**src/rtl/inst_fetch.sv**
```systemverilog
// Instruction fetch stage: owns the PC, issues one instruction-memory read at a time
// and holds the returned word with its PC until downstream consumes it.
module inst_fetch #(
    parameter logic [63:0] RESET_PC = 64'h0,
    parameter logic [31:0] NOP_INST = 32'h00000013
) (
    input  logic        clk,
    input  logic        rst,
    output logic        imem_req,
    output logic [63:0] imem_addr,
    input  logic        imem_ready,
    input  logic        imem_rvalid,
    input  logic [31:0] imem_rdata,
    input  logic        redirect_valid,
    input  logic [63:0] redirect_pc,
    input  logic        stall,
    output logic        inst_valid,
    output logic [31:0] inst,
    output logic [63:0] inst_pc,
    output logic        misalign_err
);

    localparam logic [1:0] S_REQ  = 2'd0;
    localparam logic [1:0] S_WAIT = 2'd1;
    localparam logic [1:0] S_HOLD = 2'd2;
    localparam logic [1:0] S_ERR  = 2'd3;

    logic [1:0]  state;
    logic [63:0] pc;
    logic        kill;

    logic accept;
    logic redir_ok;
    logic redir_bad;

    // Request is masked during reset so nothing is issued before the first real cycle.
    assign imem_req  = (state == S_REQ) && !rst;
    assign imem_addr = pc;
    assign accept    = imem_req && imem_ready;
    assign redir_ok  = redirect_valid && (redirect_pc[1:0] == 2'b00);
    assign redir_bad = redirect_valid && (redirect_pc[1:0] != 2'b00);

    always_ff @(posedge clk) begin
        if (rst) begin
            state        <= S_REQ;
            pc           <= RESET_PC;
            kill         <= 1'b0;
            inst_valid   <= 1'b0;
            inst         <= NOP_INST;
            inst_pc      <= RESET_PC;
            misalign_err <= 1'b0;
        end else begin
            case (state)
                S_REQ: begin
                    if (redir_bad) begin
                        state        <= S_ERR;
                        misalign_err <= 1'b1;
                    end else begin
                        if (redir_ok)
                            pc <= redirect_pc;
                        if (accept) begin
                            state <= S_WAIT;
                            kill  <= redir_ok;
                        end
                    end
                end
                S_WAIT: begin
                    if (redir_bad) begin
                        state        <= S_ERR;
                        misalign_err <= 1'b1;
                    end else if (imem_rvalid) begin
                        if (kill || redir_ok) begin
                            // Response belongs to a fetch that a redirect has overtaken.
                            kill  <= 1'b0;
                            state <= S_REQ;
                            if (redir_ok)
                                pc <= redirect_pc;
                        end else begin
                            inst       <= imem_rdata;
                            inst_pc    <= pc;
                            inst_valid <= 1'b1;
                            state      <= S_HOLD;
                        end
                    end else if (redir_ok) begin
                        pc   <= redirect_pc;
                        kill <= 1'b1;
                    end
                end
                S_HOLD: begin
                    if (redir_bad) begin
                        state        <= S_ERR;
                        misalign_err <= 1'b1;
                        inst_valid   <= 1'b0;
                        inst         <= NOP_INST;
                    end else if (redir_ok || !stall) begin
                        pc         <= redir_ok ? redirect_pc : pc + 64'd4;
                        inst_valid <= 1'b0;
                        inst       <= NOP_INST;
                        state      <= S_REQ;
                    end
                end
                default: begin
                    inst_valid <= 1'b0;
                    inst       <= NOP_INST;
                end
            endcase
        end
    end

endmodule

```
**config.mk**
```make
export PLATFORM = sky130hd
export DESIGN_NAME = inst_fetch
export DESIGN_NICKNAME = d
export VERILOG_FILES = /design/src/rtl/inst_fetch.sv
export SDC_FILE = /design/constraint.sdc
export NUM_CORES = 1
export LEC_CHECK = 0
export ABC_AREA = 1
export CORE_MARGIN = 2
export CORE_UTILIZATION = 45
export CTS_CLUSTER_DIAMETER = 60
export DETAILED_ROUTE_END_ITERATION = 16
export PLACE_DENSITY_LB_ADDON = 0.08
export SYNTH_ARGS = -nofsm -noshare
export SYNTH_HDL_FRONTEND = slang
export SYNTH_SLANG_ARGS = --single-unit
```
**constraint.sdc**
```tcl
create_clock -name clk -period 2.19 [get_ports clk]
set_input_delay 0.5475 -clock clk [delete_from_list [all_inputs] [get_ports clk]]
set_output_delay 0.5475 -clock clk [all_outputs]
set_load 0.1 [all_outputs]
```
# Word level (Yosys, flattened, before mapping)
# Index checks and enable logic that the tools add are counted.
[word_totals] in_bits=102 output_inout_bits=163 elab_cells=81 ff_bits=165
[classes] n_reduce_logical=20 n_addsub=1 muxes=36 n_eq_ne=14 bitwise=3
[op_table] cell="2-to-1 mux 64 bit" count=8
[op_table] cell="case mux 64 bit (3 select lines)" count=1
[op_table] cell="2-to-1 mux 32 bit" count=5
[op_table] cell="case mux 32 bit (3 select lines)" count=1
[op_table] cell="adder 64 x 3 -> 64 bit (second input constant)" count=1
[op_table] cell="!= test 3 bit (second input constant)" count=5
[op_table] cell="2-to-1 mux 2 bit" count=7
[op_table] cell="!= test 2 bit (second input constant)" count=7
[op_table] cell="AND reduction 6 bit" count=2
[op_table] cell="2-to-1 mux 1 bit" count=11
[op_table] cell="AND reduction 4 bit" count=2
[op_table] cell="case mux 2 bit (3 select lines)" count=1
[op_table] cell="AND reduction 5 bit" count=1
[op_table] cell="logical AND 1 bit" count=4
[op_table] cell="logical NOT 2 bit" count=2
[op_table] cell="nonzero test 2 bit" count=2
[op_table] cell="inverter 1 bit" count=3
[op_table] cell="case mux 1 bit (3 select lines)" count=1
[op_table] cell="nonzero test 3 bit" count=1
[op_table] cell="OR reduction 3 bit" count=1
[op_table] cell="equality test 2 x 1 -> 1 bit (second input constant)" count=1
[op_table] cell="equality test 2 bit (second input constant)" count=1
[op_table] cell="logical NOT 1 bit" count=2
[op_table] cell="logical OR 1 bit" count=2
[op_table] cell="other kinds (2)" count=2

# Longest topological paths before layout
# Gate-level depths: netlist (run 1).
[depth] ltp_word=7 mapped_depth=12 ltp_nobuf=11

# Least setup slack after synthesis (run 1)
# OpenSTA, ideal clock, no wires.
[synth_timing] path_type="reg-to-reg" from="reg state[0]" to="reg state[1]" path_stages_with_launch=11 setup_slack_ns=-0.522 t_required_ns=2.125 synth_period_minus_slack_ns=2.712 arrival_ns=2.647 n_path_buf=0 setup_ns=0.065 path_cell_list="dfxtp_1 inv_1 ha_1 inv_1 nor2_1 nand2_1 o21ai_0 nand3_1 nor3_1 a21oi_1 nor2_1"
[synth_between] elab_chain_cells=5 word_cells_on_any_way=11 cone_classes="eq/ne: 5; mux: 1; reduce/logical: 5"
[synth_lines] element="from (decl)" line_no="28" text="logic [1:0] state;"
[synth_lines] element="from (signal assigned)" line_no="45" text="state <= S_REQ;"
[synth_lines] element="from (signal assigned)" line_no="56" text="state <= S_ERR;"
[synth_lines] element="from (signal assigned)" line_no="62" text="state <= S_WAIT;"
[synth_lines] element="logical NOT 2 bit" line_no="37" text="assign imem_req = (state == S_REQ) && !rst;"
[synth_lines] element="logical AND 1 bit" line_no="37"
[synth_lines] element="net imem_req" line_no="9" text="output logic imem_req,"
[synth_lines] element="logical AND 1 bit" line_no="39" text="assign accept = imem_req && imem_ready;"
[synth_lines] element="!= test 3 bit (no source line)"
[synth_lines] element="AND reduction 4 bit (no source line)"
# The timed path passes the listed nets, and every way through them passes these cells.
# A chain may end at the register's enable or synchronous reset.

# Worst setup path in the final report (run 1)
[layout_timing] from="reg state[0]" to="out imem_req"
[layout_between] elab_chain_cells=2
[layout_lines] element="logical NOT 2 bit" line_no="37"
[layout_lines] element="logical AND 1 bit" line_no="37"
[layout_lines] element="to (decl)" line_no="9"
# Every way passes these cells.

==> tab_implementation.tex, run 1 <==
\begin{tabular}{lr}
\hline
Metric & Value \\
\hline
\multicolumn{2}{l}{\textbf{Place}} \\
\quad Gp weighted congestion & 1.026 \\
\quad DPL Wire Length & 24.68 mm \\
\quad Number of placed cells counting well taps & 1931 \\
\quad IO buf count & 264 \\
\multicolumn{2}{l}{\textbf{Global route}} \\
\quad Global route total overflow & 0 \\
\quad Vias in the first global route & 9335 \\
\quad Pin count of the biggest net entering global routing & 84 \\
\quad Global-route wire length before repair & 49.87 mm \\
\quad Tot GR Track Use & 31.19\% \\
\quad Number of antenna violations at the first check in global routing & 0 \\
\multicolumn{2}{l}{\textbf{Power and ir drop}} \\
\quad Areal power density over the cells & 1055 mW/mm\^{}2 \\
\quad Leakage power total & 5.263 nW \\
\quad Peak supply drop & 0.7337 mV \\
\multicolumn{2}{l}{\textbf{Worst hold path}} \\
\quad WHS Path Cells & 2 \\
\quad Hold Crit Start & rst \\
\quad Path type of the worst min-delay path & primary input to flip-flop \\
\quad Capture endpoint of the worst hold path & state[1]\$\_SDFFE\_PP0P\_ \\
\multicolumn{2}{l}{\textbf{Route}} \\
\quad Number of search-and-repair iterations in the first detailed-routing pass & 6 \\
\quad Total wire length after detailed routing & 32.16 mm \\
\quad Routed len/inst & 16.38 um \\
\quad Post-DRT Antenna Nets & 0 \\
\quad Number of violations reported at the end of detailed-routing iteration 0 & 967 \\
\quad Number of design rule violations left after detail routing & 0 \\
\quad Average via count per standard cell & 5.149 \\
\quad Total number of vias & 10110 \\
\multicolumn{2}{l}{\textbf{Timing}} \\
\quad Final number of max-transition violations & 0 \\
\quad Largest clock skew in the final design & 0.01116 ns \\
\quad Transition at the pin with the smallest max-transition slack & 0.4238 ns \\
\quad Worst-case hold slack & 0.3840 ns \\
\quad Max Clock Freq & 483.7 MHz \\
\quad Worst relative slew slack & 71.75\% \\
\quad Final min period & 2.067 ns \\
\quad Final cycle utilization of the critical path & 94.40\% \\
\quad Final setup TNS & 0 ns \\
\quad Number of setup violations in the final report & 0 \\
\quad RSZ-0062 raised after global routing & false \\
\quad Final Hold Fails & 0 \\
\multicolumn{2}{l}{\textbf{Layout}} \\
\quad Share of layout cells above drive strength 1 & 19.96\% \\
\quad FILL cells & 1756 \\
\quad Multi-input logic area & 0.004811 mm\^{}2 \\
\quad Utilization after layout & 67.02\% \\
\quad Fin cells & 1963 \\
\quad Storage cell area & 0.003329 mm\^{}2 \\
\quad Layout Nets & 1792 \\
\quad Layout overhead on the synthesized area & 47.42\% \\
\quad Inserted Diodes & 0 \\
\multicolumn{2}{l}{\textbf{Setup path}} \\
\quad Reg-to-reg endpoint & imem\_addr[51]\$\_SDFFE\_PP0P\_ \\
\quad WP data arrival & 1.52 ns \\
\quad Critical Path Source Type & flip-flop \\
\quad Crit Path Category & flip-flop to output pin \\
\quad Worst EP required & 1.64 ns \\
\quad Worst R2R Path Depth & 10 \\
\quad CP top delay family & buffers and inverters \\
\quad CP cell instances & inv\_1 > ha\_1 > inv\_1 > nor2\_4 > buf\_12 \\
\quad Crit end category & output pin \\
\quad Startpoint of the lowest-slack register-to-register path & imem\_addr[20]\$\_SDFFE\_PP0P\_ \\
\quad Crit-path max FO & 4 \\
\quad Max stage delay cell, worst path & sky130\_fd\_sc\_hd\_\_dfxtp\_1 \\
\quad R2R setup slack & 0.22 ns \\
\quad Cell repeated most along the worst path & sky130\_fd\_sc\_hd\_\_inv\_1 \\
\quad Peak per-stage delay on the critical path & 0.33 ns \\
\quad Worst Path Buf+Inv & 3 \\
\multicolumn{2}{l}{\textbf{Die}} \\
\quad Die Y-Extent & 143.5 um \\
\quad Die width & 143.5 um \\
\quad Area of the core & 0.01927 mm\^{}2 \\
\quad Cell Rows & 51 \\
\quad Number of primary I/O pins & 265 \\
\quad Initial standard-cell utilization of the core & 45.46\% \\
\quad Area of the die & 0.02060 mm\^{}2 \\
\multicolumn{2}{l}{\textbf{CTS}} \\
\quad CTS clk-pin slew, worst paths & 0.07 ns \\
\quad Number of buffers added by the clock tree synthesis step & 17 \\
\quad TritonCTS clock tree & built \\
\quad Clock sink total & 165 \\
\quad Clk Latency, worst-skew pair & 0.44 ns \\
\quad Buffer levels on the longest clock path & 2 \\
\quad Clock root cell & sky130\_fd\_sc\_hd\_\_clkbuf\_16 \\
\quad Count of hold-fix buffers inserted at cts & 0 \\
\quad Clock H-tree levels & 4 \\
\multicolumn{2}{l}{\textbf{Job}} \\
\quad Max-capacitance violation count & 0 \\
\multicolumn{2}{l}{\textbf{Synthesis}} \\
\quad Average footprint of a synthesized cell & 6.298 um\^{}2 \\
\quad Synthesized area & 0.008761 mm\^{}2 \\
\quad Sequential element share of the synthesized area & 37.70\% \\
\quad Yosys warning count & 0 \\
\quad Cells after Synth & 1391 \\
\quad Unique masters post-synth & 33 \\
\quad Number of flip-flops and latches in the synthesized netlist & 165 \\
\quad Post-synthesis net count & 1498 \\
\multicolumn{2}{l}{\textbf{Run status}} \\
\quad Status & completed \\
\hline
\end{tabular}
cell families after synthesis:
family	Yosys count	synth area share [%]
simple gates	760	36.32
compound gates	286	16.84
buf+inv	166	7.526
flops	165	37.70
xor+xnor	9	0.8998
fa+ha+maj	5	0.7141
report_power, final:
part,total (mW),switching (mW),internal [mW]
logic,6.78,4.84,1.94
registers,3.81,0.368,3.44
clock network,3.04,1.40,1.64
metrics by stage:
| stage | area [um^2] | power, mW | setup WS [ns] |
|---|---|---|---|
| after floorplan | 8795 | 8.515 | 0.004111 |
| after global placement | 12330 | 10.59 | -0.05949 |
| after detailed placement | 12330 | 10.63 | -0.1045 |
| after CTS | 12910 | 13.66 | 0.1070 |
| after global routing | 12910 | 14.27 | 0.03561 |
| final | 12910 | 13.63 | 0.1227 |
how the worst max path moves through the flow:
stage                                           from                    endpoint  slack, ns  cells after the start
after CTS                      state[0]$_SDFFE_PP0P_                    imem_req       0.11                      5
after global routing           state[0]$_SDFFE_PP0P_                    imem_req       0.04                      5
after global placement                redirect_pc[0]  imem_addr[59]$_SDFFE_PP0P_      -0.06                     11
final                          state[0]$_SDFFE_PP0P_                    imem_req       0.12                      5
after detailed placement              redirect_pc[0]  imem_addr[59]$_SDFFE_PP0P_      -0.10                     11
after floorplan           imem_addr[40]$_SDFFE_PP0P_  imem_addr[47]$_SDFFE_PP0P_      0.004                      9
flip-flops by register name (all words and copies together), names as in the netlist:
name / count
kill: 1
state: 2
inst: 32
inst_pc: 64
imem_addr: 64
misalign_err: 1
inst_valid: 1
cell usage after synthesis:
cell,instances,area share (%)
sky130_fd_sc_hd__clkbuf_1,36,1.5
sky130_fd_sc_hd__nand2_4,4,0.51
sky130_fd_sc_hd__buf_2,25,1.4
sky130_fd_sc_hd__nand4_1,13,0.93
sky130_fd_sc_hd__or2_2,7,0.50
sky130_fd_sc_hd__o21ai_1,14,0.80
sky130_fd_sc_hd__nor3_1,6,0.34
sky130_fd_sc_hd__nand2_1,369,16
sky130_fd_sc_hd__nand3_2,6,0.69
sky130_fd_sc_hd__inv_2,4,0.17
sky130_fd_sc_hd__clkinv_4,1,0.10
sky130_fd_sc_hd__nor2_8,2,0.46
sky130_fd_sc_hd__o21a_1,1,0.086
sky130_fd_sc_hd__o22ai_1,2,0.14
sky130_fd_sc_hd__o21ai_2,3,0.30
sky130_fd_sc_hd__nor2_4,7,0.90
sky130_fd_sc_hd__nand3b_1,3,0.26
sky130_fd_sc_hd__xor2_1,8,0.80
sky130_fd_sc_hd__inv_1,97,4.2
sky130_fd_sc_hd__o21ai_0,122,7.0
sky130_fd_sc_hd__buf_1,3,0.13
sky130_fd_sc_hd__nand3_1,68,3.9
sky130_fd_sc_hd__nand2_2,4,0.29
sky130_fd_sc_hd__xnor2_1,1,0.10
sky130_fd_sc_hd__ha_1,5,0.71
sky130_fd_sc_hd__a21oi_1,132,7.5
sky130_fd_sc_hd__o2111ai_1,1,0.10
sky130_fd_sc_hd__a211oi_1,5,0.43
sky130_fd_sc_hd__nor2_1,266,11
sky130_fd_sc_hd__o211ai_1,3,0.26
sky130_fd_sc_hd__nor2_2,5,0.36
sky130_fd_sc_hd__dfxtp_1,165,38
sky130_fd_sc_hd__a31oi_1,3,0.21
cells in the final DEF (no fill, tap or decap), types with 4 or more instances in the layout:
master,count
sky130_fd_sc_hd__nand2_1,369
sky130_fd_sc_hd__xor2_1,8
sky130_fd_sc_hd__nand3_1,68
sky130_fd_sc_hd__inv_1,95
sky130_fd_sc_hd__inv_2,6
sky130_fd_sc_hd__nor2_1,263
sky130_fd_sc_hd__ha_1,5
sky130_fd_sc_hd__dfxtp_1,144
sky130_fd_sc_hd__nor2_4,8
sky130_fd_sc_hd__clkbuf_16,17
sky130_fd_sc_hd__a21oi_1,132
sky130_fd_sc_hd__buf_12,54
sky130_fd_sc_hd__clkdlybuf4s50_1,100
sky130_fd_sc_hd__nand3_2,6
sky130_fd_sc_hd__clkinv_4,5
sky130_fd_sc_hd__dfxtp_2,21
sky130_fd_sc_hd__nand4_1,13
sky130_fd_sc_hd__buf_4,183
sky130_fd_sc_hd__o21ai_0,122
sky130_fd_sc_hd__a211oi_1,5
sky130_fd_sc_hd__nand2_4,4
sky130_fd_sc_hd__nand2_2,4
sky130_fd_sc_hd__o21ai_1,14
sky130_fd_sc_hd__or2_2,7
sky130_fd_sc_hd__nor2_2,7
sky130_fd_sc_hd__nor3_1,6
per-layer routing:
layer	GRT usage [%]	vias to the layer above	wire (um)
met1	40.22	4545	13480
met2	51.00	437	14910
met4	9.907	0	849
met5	0	-	0
met3	8.231	55	2924
li1	-	5071	-
worst reg2reg max path, cell delays in order (launching register included):
cell and delay (ns):
sky130_fd_sc_hd__dfxtp_1 0.40, sky130_fd_sc_hd__nand2_1 0.10, sky130_fd_sc_hd__buf_4 0.14, sky130_fd_sc_hd__nor2_1 0.18, sky130_fd_sc_hd__nand2_1 0.17, sky130_fd_sc_hd__nor2_1 0.30
sky130_fd_sc_hd__nand2_1 0.12, sky130_fd_sc_hd__o21ai_0 0.17, sky130_fd_sc_hd__nand3_1 0.13, sky130_fd_sc_hd__nand2_1 0.09, sky130_fd_sc_hd__a21oi_1 0.05
layout make-up:
type	instances	share of cell area, %
clock inverters	13	1.085
well taps	265	2.567
inverters	102	3.003
multi-input cells	1060	37.25
clock buffers	19	3.430
repair buffers	339	26.88
flip-flops and latches	165	25.78
timing repair:
item,CTS,global route
setup buffers,0,0
endpoints found under the setup margin,0,1
resized for setup,0,1
Note: power is estimated with default switching activity, not from simulation.
==> run 2, diff against run 1 <==
CORE_MARGIN = not set   (was 2)
DONT_BUFFER_PORTS = 1   (was not set)
==> run 2 against run 1 <==
Routed wire length fell by 1.1%. Clock power is 4% lower. Final cell count down 7.7%. Global-route usage grew 0.69 points. Fmax down 1.6%. Register-to-register slack worse by 0.13 ns. Critical path depth is the same. Via count down 6.3%. Sequential power down 3%. Largest cell class unchanged. Largest power group unchanged.
==> tab_implementation.tex, run 2 (synthesis gave the netlist of run 1 again) <==
\begin{tabular}{lr}
\hline
Metric & Value \\
\hline
\multicolumn{2}{l}{\textbf{Run status}} \\
\quad Status & completed \\
\multicolumn{2}{l}{\textbf{Route}} \\
\quad Number of search-and-repair iterations in the first detailed-routing pass & 5 \\
\quad Post-DRT Antenna Nets & 0 \\
\quad Total wire length after detailed routing & 31.81 mm \\
\quad Number of design rule violations left after detail routing & 0 \\
\quad Number of violations reported at the end of detailed-routing iteration 0 & 616 \\
\quad Average via count per standard cell & 5.227 \\
\quad Routed len/inst & 17.55 um \\
\quad Total number of vias & 9472 \\
\multicolumn{2}{l}{\textbf{Timing}} \\
\quad Worst relative slew slack & 65.20\% \\
\quad Largest clock skew in the final design & 0.008636 ns \\
\quad Max Clock Freq & 476.1 MHz \\
\quad Number of setup violations in the final report & 0 \\
\quad Transition at the pin with the smallest max-transition slack & 0.5220 ns \\
\quad Final cycle utilization of the critical path & 95.91\% \\
\quad RSZ-0062 raised after global routing & false \\
\quad Final setup TNS & 0 ns \\
\quad Final min period & 2.100 ns \\
\quad Final Hold Fails & 0 \\
\quad Final number of max-transition violations & 0 \\
\multicolumn{2}{l}{\textbf{CTS}} \\
\quad Clock sink total & 165 \\
\quad Clock root cell & sky130\_fd\_sc\_hd\_\_clkbuf\_16 \\
\quad Number of buffers added by the clock tree synthesis step & 17 \\
\quad Clk Latency, worst-skew pair & 0.43 ns \\
\quad TritonCTS clock tree & built \\
\quad CTS clk-pin slew, worst paths & 0.07 ns \\
\quad Clock H-tree levels & 4 \\
\quad Buffer levels on the longest clock path & 2 \\
\multicolumn{2}{l}{\textbf{Global route}} \\
\quad Number of antenna violations at the first check in global routing & 0 \\
\quad Global-route wire length before repair & 48.98 mm \\
\quad Tot GR Track Use & 31.88\% \\
\quad Pin count of the biggest net entering global routing & 85 \\
\quad Global route total overflow & 0 \\
\quad Vias in the first global route & 9021 \\
\multicolumn{2}{l}{\textbf{Setup path}} \\
\quad Crit end category & output pin \\
\quad WP data arrival & 1.55 ns \\
\quad Max stage delay cell, worst path & sky130\_fd\_sc\_hd\_\_dfxtp\_1 \\
\quad Crit-path max FO & 4 \\
\quad Reg-to-reg endpoint & imem\_addr[55]\$\_SDFFE\_PP0P\_ \\
\quad Cell repeated most along the worst path & sky130\_fd\_sc\_hd\_\_inv\_1 \\
\quad Startpoint of the lowest-slack register-to-register path & imem\_addr[19]\$\_SDFFE\_PP0P\_ \\
\quad Worst Path Buf+Inv & 3 \\
\quad Crit Path Category & flip-flop to output pin \\
\quad Worst EP required & 1.64 ns \\
\quad CP cell instances & inv\_1 > ha\_1 > inv\_1 > nor2\_4 > buf\_6 \\
\quad CP top delay family & buffers and inverters \\
\quad Peak per-stage delay on the critical path & 0.33 ns \\
\quad R2R setup slack & 0.09 ns \\
\quad Worst R2R Path Depth & 9 \\
\quad WP depth & 5 \\
\quad Critical Path Source Type & flip-flop \\
\multicolumn{2}{l}{\textbf{Place}} \\
\quad IO buf count & 0 \\
\quad DPL Wire Length & 24.50 mm \\
\quad Number of placed cells counting well taps & 1779 \\
\quad Gp weighted congestion & 1.003 \\
\multicolumn{2}{l}{\textbf{Power and ir drop}} \\
\quad Portion of total power attributed to combinational logic & 48.4\% \\
\quad Switching Share & 50.27\% \\
\quad Sequential fraction of design power & 28.8\% \\
\quad Total power after layout & 12.84 mW \\
\quad Peak supply drop & 0.7644 mV \\
\quad Sw power & 6.453 mW \\
\quad Clk network pwr share & 22.8\% \\
\quad Leakage power total & 4.489 nW \\
\quad Cell internal pwr & 6.383 mW \\
\quad Areal power density over the cells & 1170 mW/mm\^{}2 \\
\multicolumn{2}{l}{\textbf{Layout}} \\
\quad Layout overhead on the synthesized area & 25.25\% \\
\quad Utilization after layout & 58.08\% \\
\quad Most frequent cells in the layout & 369 x sky130\_fd\_sc\_hd\_\_nand2\_1, 263 x sky130\_fd\_sc\_hd\_\_nor2\_1, 185 x sky130\_fd\_sc\_hd\_\_buf\_4, 144 x sky130\_fd\_sc\_hd\_\_dfxtp\_1, 132 x sky130\_fd\_sc\_hd\_\_a21oi\_1 \\
\quad Most frequent standard cell in the layout excluding fill and tap cells & sky130\_fd\_sc\_hd\_\_nand2\_1 \\
\quad FILL cells & 1951 \\
\quad Fin cells & 1812 \\
\quad Multi-input logic area & 0.004816 mm\^{}2 \\
\quad Layout Nets & 1647 \\
\quad Inserted Diodes & 0 \\
\quad Storage cell area & 0.003329 mm\^{}2 \\
\quad Share of layout cells above drive strength 1 & 18.88\% \\
\multicolumn{2}{l}{\textbf{Die}} \\
\quad Area of the core & 0.01889 mm\^{}2 \\
\quad Number of primary I/O pins & 265 \\
\quad Cell Rows & 50 \\
\quad Die width & 141.5 um \\
\quad Die Y-Extent & 141.5 um \\
\quad Area of the die & 0.02003 mm\^{}2 \\
\quad Initial standard-cell utilization of the core & 46.37\% \\
\multicolumn{2}{l}{\textbf{Job}} \\
\quad Max-capacitance violation count & 0 \\
\multicolumn{2}{l}{\textbf{Worst hold path}} \\
\quad WHS Path Cells & 1 \\
\quad Hold Crit Start & rst \\
\quad Path type of the worst min-delay path & primary input to flip-flop \\
\quad Capture endpoint of the worst hold path & state[1]\$\_SDFFE\_PP0P\_ \\
\hline
\end{tabular}
## run 2: changes by cell type in the layout (fill, tap and decap cells not counted), sizes merged
cell,before,now
inv,107,106
clkbuf,19,18
clkinv,5,4
buf,239,194
clkdlybuf4s50,100,0
clkinvlp,2,4
## run 2: worst max path at each step
stage	from	to	slack, ns
after floorplan	imem_addr[40]$_SDFFE_PP0P_	imem_addr[47]$_SDFFE_PP0P_	0.004
after global placement	redirect_pc[0]	imem_addr[5]$_SDFFE_PP0P_	0.21
after detailed placement	state[1]$_SDFFE_PP0P_	imem_addr[6]$_SDFFE_PP0P_	0.12
after CTS	state[0]$_SDFFE_PP0P_	imem_req	0.02
after global routing	state[1]$_SDFFE_PP0P_	inst[4]$_SDFFE_PP1P_	0.005
final	state[0]$_SDFFE_PP0P_	imem_req	0.09
## run 2: through the flow
step / setup slack (ns) / instance area [um^2] / hold WS (ns)
after floorplan: 0.004111 / 8795 / 0.4547
after global placement: 0.2100 / 10390 / 0.4501
after detailed placement: 0.1225 / 10390 / 0.4521
after CTS: 0.02237 / 10940 / 0.1680
after global routing: 0.005430 / 10970 / 0.1692
final: 0.08954 / 10970 / 0.1886
## run 2: timing repair
| action | CTS | global route |
|---|---|---|
| resized for setup | 0 | 1 |
| buffers inserted | 0 | 2 |
| setup endpoints to repair | 0 | 5 |
| endpoints found under the hold margin | 0 | 0 |
| hold buffers | 0 | 0 |
## run 2: final cells by class
type | count | share of cell area, %
flip-flops and latches | 165 | 30.34
repair buffers | 194 | 14.22
clock inverters | 13 | 1.140
clock buffers | 18 | 3.911
inverters | 102 | 3.535
multi-input cells | 1060 | 43.89
well taps | 260 | 2.965
## run 2: routing by layer
metal | GRT usage (%) | part of all wire (%) | routed length, um | vias to the layer above
met5 | 0 | 0 | 0 | -
met4 | 11.94 | 3.0 | 959 | 0
met3 | 8.066 | 8.0 | 2537 | 48
met2 | 53.23 | 46 | 14760 | 366
met1 | 39.49 | 43 | 13550 | 4283
li1 | - | - | - | 4775
## run 2: worst reg2reg max path: stages (launching register included)
cell and delay (ns):
sky130_fd_sc_hd__dfxtp_1 0.41, sky130_fd_sc_hd__nand2_1 0.11, sky130_fd_sc_hd__nor2_1 0.21, sky130_fd_sc_hd__nand2_1 0.19
sky130_fd_sc_hd__nor2_1 0.34, sky130_fd_sc_hd__nand2_1 0.23, sky130_fd_sc_hd__o21ai_0 0.26, sky130_fd_sc_hd__nand3_1 0.11
sky130_fd_sc_hd__nand2_1 0.08, sky130_fd_sc_hd__a21oi_1 0.05
## run 2: power by group through the flow
stage	registers (mW)	clock network [mW]	logic (mW)
finish	3.70	2.93	6.21
CTS	3.69	2.97	6.18
global placement	3.75	0	6.13
global route	3.74	3.11	6.56
floorplan	6.66	0	1.85
detailed placement	3.75	0	6.17
==> run 3, diff against run 2 <==
CORE_ASPECT_RATIO = 1.1   (was not set)
==> run 3 against run 2 <==
Clock skew is 0.00078 ns lower. Critical endpoint unchanged. Sequential cell count stayed put. Combinational power is 2% lower. Utilization is 1.4 points lower. Clock-buffer cell count is 1 lower. Setup slack better by 0.041 ns. Worst hold slack better by 0.0028 ns. Power is 1.4% lower. Die area hardly changed. Clock power is 2% lower. Sequential share of layout area is 0.39 points higher.
==> tab_implementation.tex, run 3 (synthesis gave the netlist of run 1 again) <==
\begin{tabular}{lr}
\hline
Metric & Value \\
\hline
\multicolumn{2}{l}{\textbf{Place}} \\
\quad Standard cell area after detailed placement & 0.01029 mm\^{}2 \\
\quad Gp weighted congestion & 0.9306 \\
\quad DPL Wire Length & 22.54 mm \\
\quad IO buf count & 0 \\
\multicolumn{2}{l}{\textbf{CTS}} \\
\quad Buffer levels on the longest clock path & 2 \\
\quad Clk Latency, worst-skew pair & 0.43 ns \\
\quad Clock H-tree levels & 4 \\
\quad CTS clk-pin slew, worst paths & 0.07 ns \\
\quad Clock root cell & sky130\_fd\_sc\_hd\_\_clkbuf\_16 \\
\quad Setup fix buffers added after clock tree synthesis & 0 \\
\quad Number of buffers added by the clock tree synthesis step & 17 \\
\quad TritonCTS clock tree & built \\
\quad Clock sink total & 165 \\
\multicolumn{2}{l}{\textbf{Die}} \\
\quad Die Y-Extent & 148.3 um \\
\quad Area of the die & 0.02003 mm\^{}2 \\
\quad Initial standard-cell utilization of the core & 45.87\% \\
\quad Area of the core & 0.01910 mm\^{}2 \\
\quad Number of primary I/O pins & 265 \\
\quad Cell Rows & 53 \\
\quad Die width & 135.0 um \\
\multicolumn{2}{l}{\textbf{Global route}} \\
\quad Vias in the first global route & 8732 \\
\quad Global-route wire length before repair & 46.35 mm \\
\quad Global route total overflow & 0 \\
\quad Pin count of the biggest net entering global routing & 96 \\
\quad Number of antenna violations at the first check in global routing & 0 \\
\quad Tot GR Track Use & 30.11\% \\
\multicolumn{2}{l}{\textbf{Setup path}} \\
\quad Crit Path Category & flip-flop to output pin \\
\quad Startpoint of the lowest-slack register-to-register path & state[1]\$\_SDFFE\_PP0P\_ \\
\quad Crit-path max FO & 4 \\
\quad Worst Path Buf+Inv & 3 \\
\quad Cell repeated most along the worst path & sky130\_fd\_sc\_hd\_\_inv\_1 \\
\quad WP data arrival & 1.51 ns \\
\quad Peak per-stage delay on the critical path & 0.33 ns \\
\quad CP top delay family & buffers and inverters \\
\quad R2R setup slack & 0.25 ns \\
\quad Reg-to-reg endpoint & imem\_addr[7]\$\_SDFFE\_PP0P\_ \\
\quad Max stage delay cell, worst path & sky130\_fd\_sc\_hd\_\_dfxtp\_1 \\
\quad Critical Path Source Type & flip-flop \\
\quad Crit end category & output pin \\
\quad Worst EP required & 1.64 ns \\
\quad CP cell instances & inv\_1 > ha\_1 > inv\_1 > nor2\_4 > buf\_6 \\
\quad Worst R2R Path Depth & 10 \\
\multicolumn{2}{l}{\textbf{Timing}} \\
\quad Final number of max-transition violations & 0 \\
\quad RSZ-0062 raised after global routing & false \\
\quad Final min period & 2.059 ns \\
\quad Max Clock Freq & 485.6 MHz \\
\quad Final cycle utilization of the critical path & 94.03\% \\
\quad Final Hold Fails & 0 \\
\quad Number of setup violations in the final report & 0 \\
\quad Transition at the pin with the smallest max-transition slack & 0.4100 ns \\
\quad Worst relative slew slack & 72.46\% \\
\quad Largest clock skew in the final design & 0.007858 ns \\
\quad Final setup TNS & 0 ns \\
\multicolumn{2}{l}{\textbf{Power and ir drop}} \\
\quad Peak supply drop & 1.048 mV \\
\quad Areal power density over the cells & 1168 mW/mm\^{}2 \\
\quad Leakage power total & 4.415 nW \\
\multicolumn{2}{l}{\textbf{Route}} \\
\quad Number of violations reported at the end of detailed-routing iteration 0 & 643 \\
\quad Routed len/inst & 16.84 um \\
\quad Post-DRT Antenna Nets & 0 \\
\quad Number of design rule violations left after detail routing & 0 \\
\quad Total number of vias & 9333 \\
\quad Average via count per standard cell & 5.229 \\
\quad Total wire length after detailed routing & 30.06 mm \\
\quad Number of search-and-repair iterations in the first detailed-routing pass & 5 \\
\multicolumn{2}{l}{\textbf{Worst hold path}} \\
\quad Path type of the worst min-delay path & primary input to flip-flop \\
\quad WHS Path Cells & 1 \\
\quad Hold Crit Start & rst \\
\quad Capture endpoint of the worst hold path & state[1]\$\_SDFFE\_PP0P\_ \\
\multicolumn{2}{l}{\textbf{Job}} \\
\quad Max-capacitance violation count & 0 \\
\multicolumn{2}{l}{\textbf{Layout}} \\
\quad Most frequent standard cell in the layout excluding fill and tap cells & sky130\_fd\_sc\_hd\_\_nand2\_1 \\
\quad Layout overhead on the synthesized area & 23.66\% \\
\quad Layout Nets & 1632 \\
\quad Post-route design area & 0.01083 mm\^{}2 \\
\quad Share of layout cells above drive strength 1 & 18.21\% \\
\quad Inserted Diodes & 0 \\
\quad Most frequent cells in the layout & 369 x sky130\_fd\_sc\_hd\_\_nand2\_1, 263 x sky130\_fd\_sc\_hd\_\_nor2\_1, 170 x sky130\_fd\_sc\_hd\_\_buf\_4, 144 x sky130\_fd\_sc\_hd\_\_dfxtp\_1, 132 x sky130\_fd\_sc\_hd\_\_a21oi\_1 \\
\multicolumn{2}{l}{\textbf{Run status}} \\
\quad Status & completed \\
\hline
\end{tabular}
-- run 3: per-layer routing --
layer	vias to the layer above	routed length, um	track usage [%]
met2	365	14350	51.88
met1	4173	12320	35.42
li1	4745	-	-
met3	50	2417	8.248
met4	0	970	11.29
met5	-	0	0
-- run 3: how the worst max path moves through the flow --
| stage | start | to | slack [ns] | depth (start not counted) |
|---|---|---|---|---|
| 2_1_floorplan | imem_addr[40]$_SDFFE_PP0P_ | imem_addr[47]$_SDFFE_PP0P_ | 0.004 | 9 |
| 3_3_place_gp | redirect_pc[0] | imem_addr[30]$_SDFFE_PP0P_ | 0.26 | 10 |
| 3_5_place_dp | redirect_pc[0] | imem_addr[30]$_SDFFE_PP0P_ | 0.25 | 8 |
| 4_1_cts | state[0]$_SDFFE_PP0P_ | imem_req | 0.06 | 5 |
| 5_1_grt | state[0]$_SDFFE_PP0P_ | imem_req | 0.03 | 5 |
| 6_report | state[0]$_SDFFE_PP0P_ | imem_req | 0.13 | 5 |
-- run 3: area by class of cell --
class                   instances  area [um^2]
clock inverters                15        118.9
multi-input cells            1060         4816
flip-flops and latches        165         3329
fillers                      1950         8264
well taps                     247        309.0
repair buffers                179         1448
clock buffers                  17        425.4
inverters                     102        387.9
-- run 3: worst reg2reg max path, stage by stage, from the launching register on --
cell and delay [ns]:
sky130_fd_sc_hd__dfxtp_1 0.34, sky130_fd_sc_hd__inv_1 0.08, sky130_fd_sc_hd__ha_1 0.28, sky130_fd_sc_hd__nand2_1 0.08, sky130_fd_sc_hd__inv_1 0.07, sky130_fd_sc_hd__nand3_1 0.13
sky130_fd_sc_hd__nand4_1 0.17, sky130_fd_sc_hd__buf_12 0.32, sky130_fd_sc_hd__a21oi_1 0.10, sky130_fd_sc_hd__o21ai_0 0.18, sky130_fd_sc_hd__a21oi_1 0.06
-- run 3: report_power, final --
part / internal [mW] / leakage, nW / switching, mW
clock network: 1.48 / 0.263 / 1.38
logic: 1.32 / 2.80 / 4.79
registers: 3.44 / 1.35 / 0.249
-- run 3: per-stage QoR --
step / utilization, % / total power, mW / worst slack, ns / std cells / hold WS, ns
floorplan: - / 8.515 / 0.004111 / 1391 / 0.4547
global placement: 53.86 / 9.813 / 0.2556 / 1753 / 0.4445
detailed placement: 53.86 / 9.846 / 0.2501 / 1753 / 0.4464
CTS: 56.71 / 12.68 / 0.06458 / 1785 / 0.1691
global route: 56.73 / 13.25 / 0.02931 / 1785 / 0.1715
finish: 56.73 / 12.65 / 0.1308 / 1785 / 0.1914
-- run 3: repair_timing --
action                     in CTS  in global routing
setup endpoints to repair       0                  1
resized for setup               0                  1
hold buffers                    0                  0
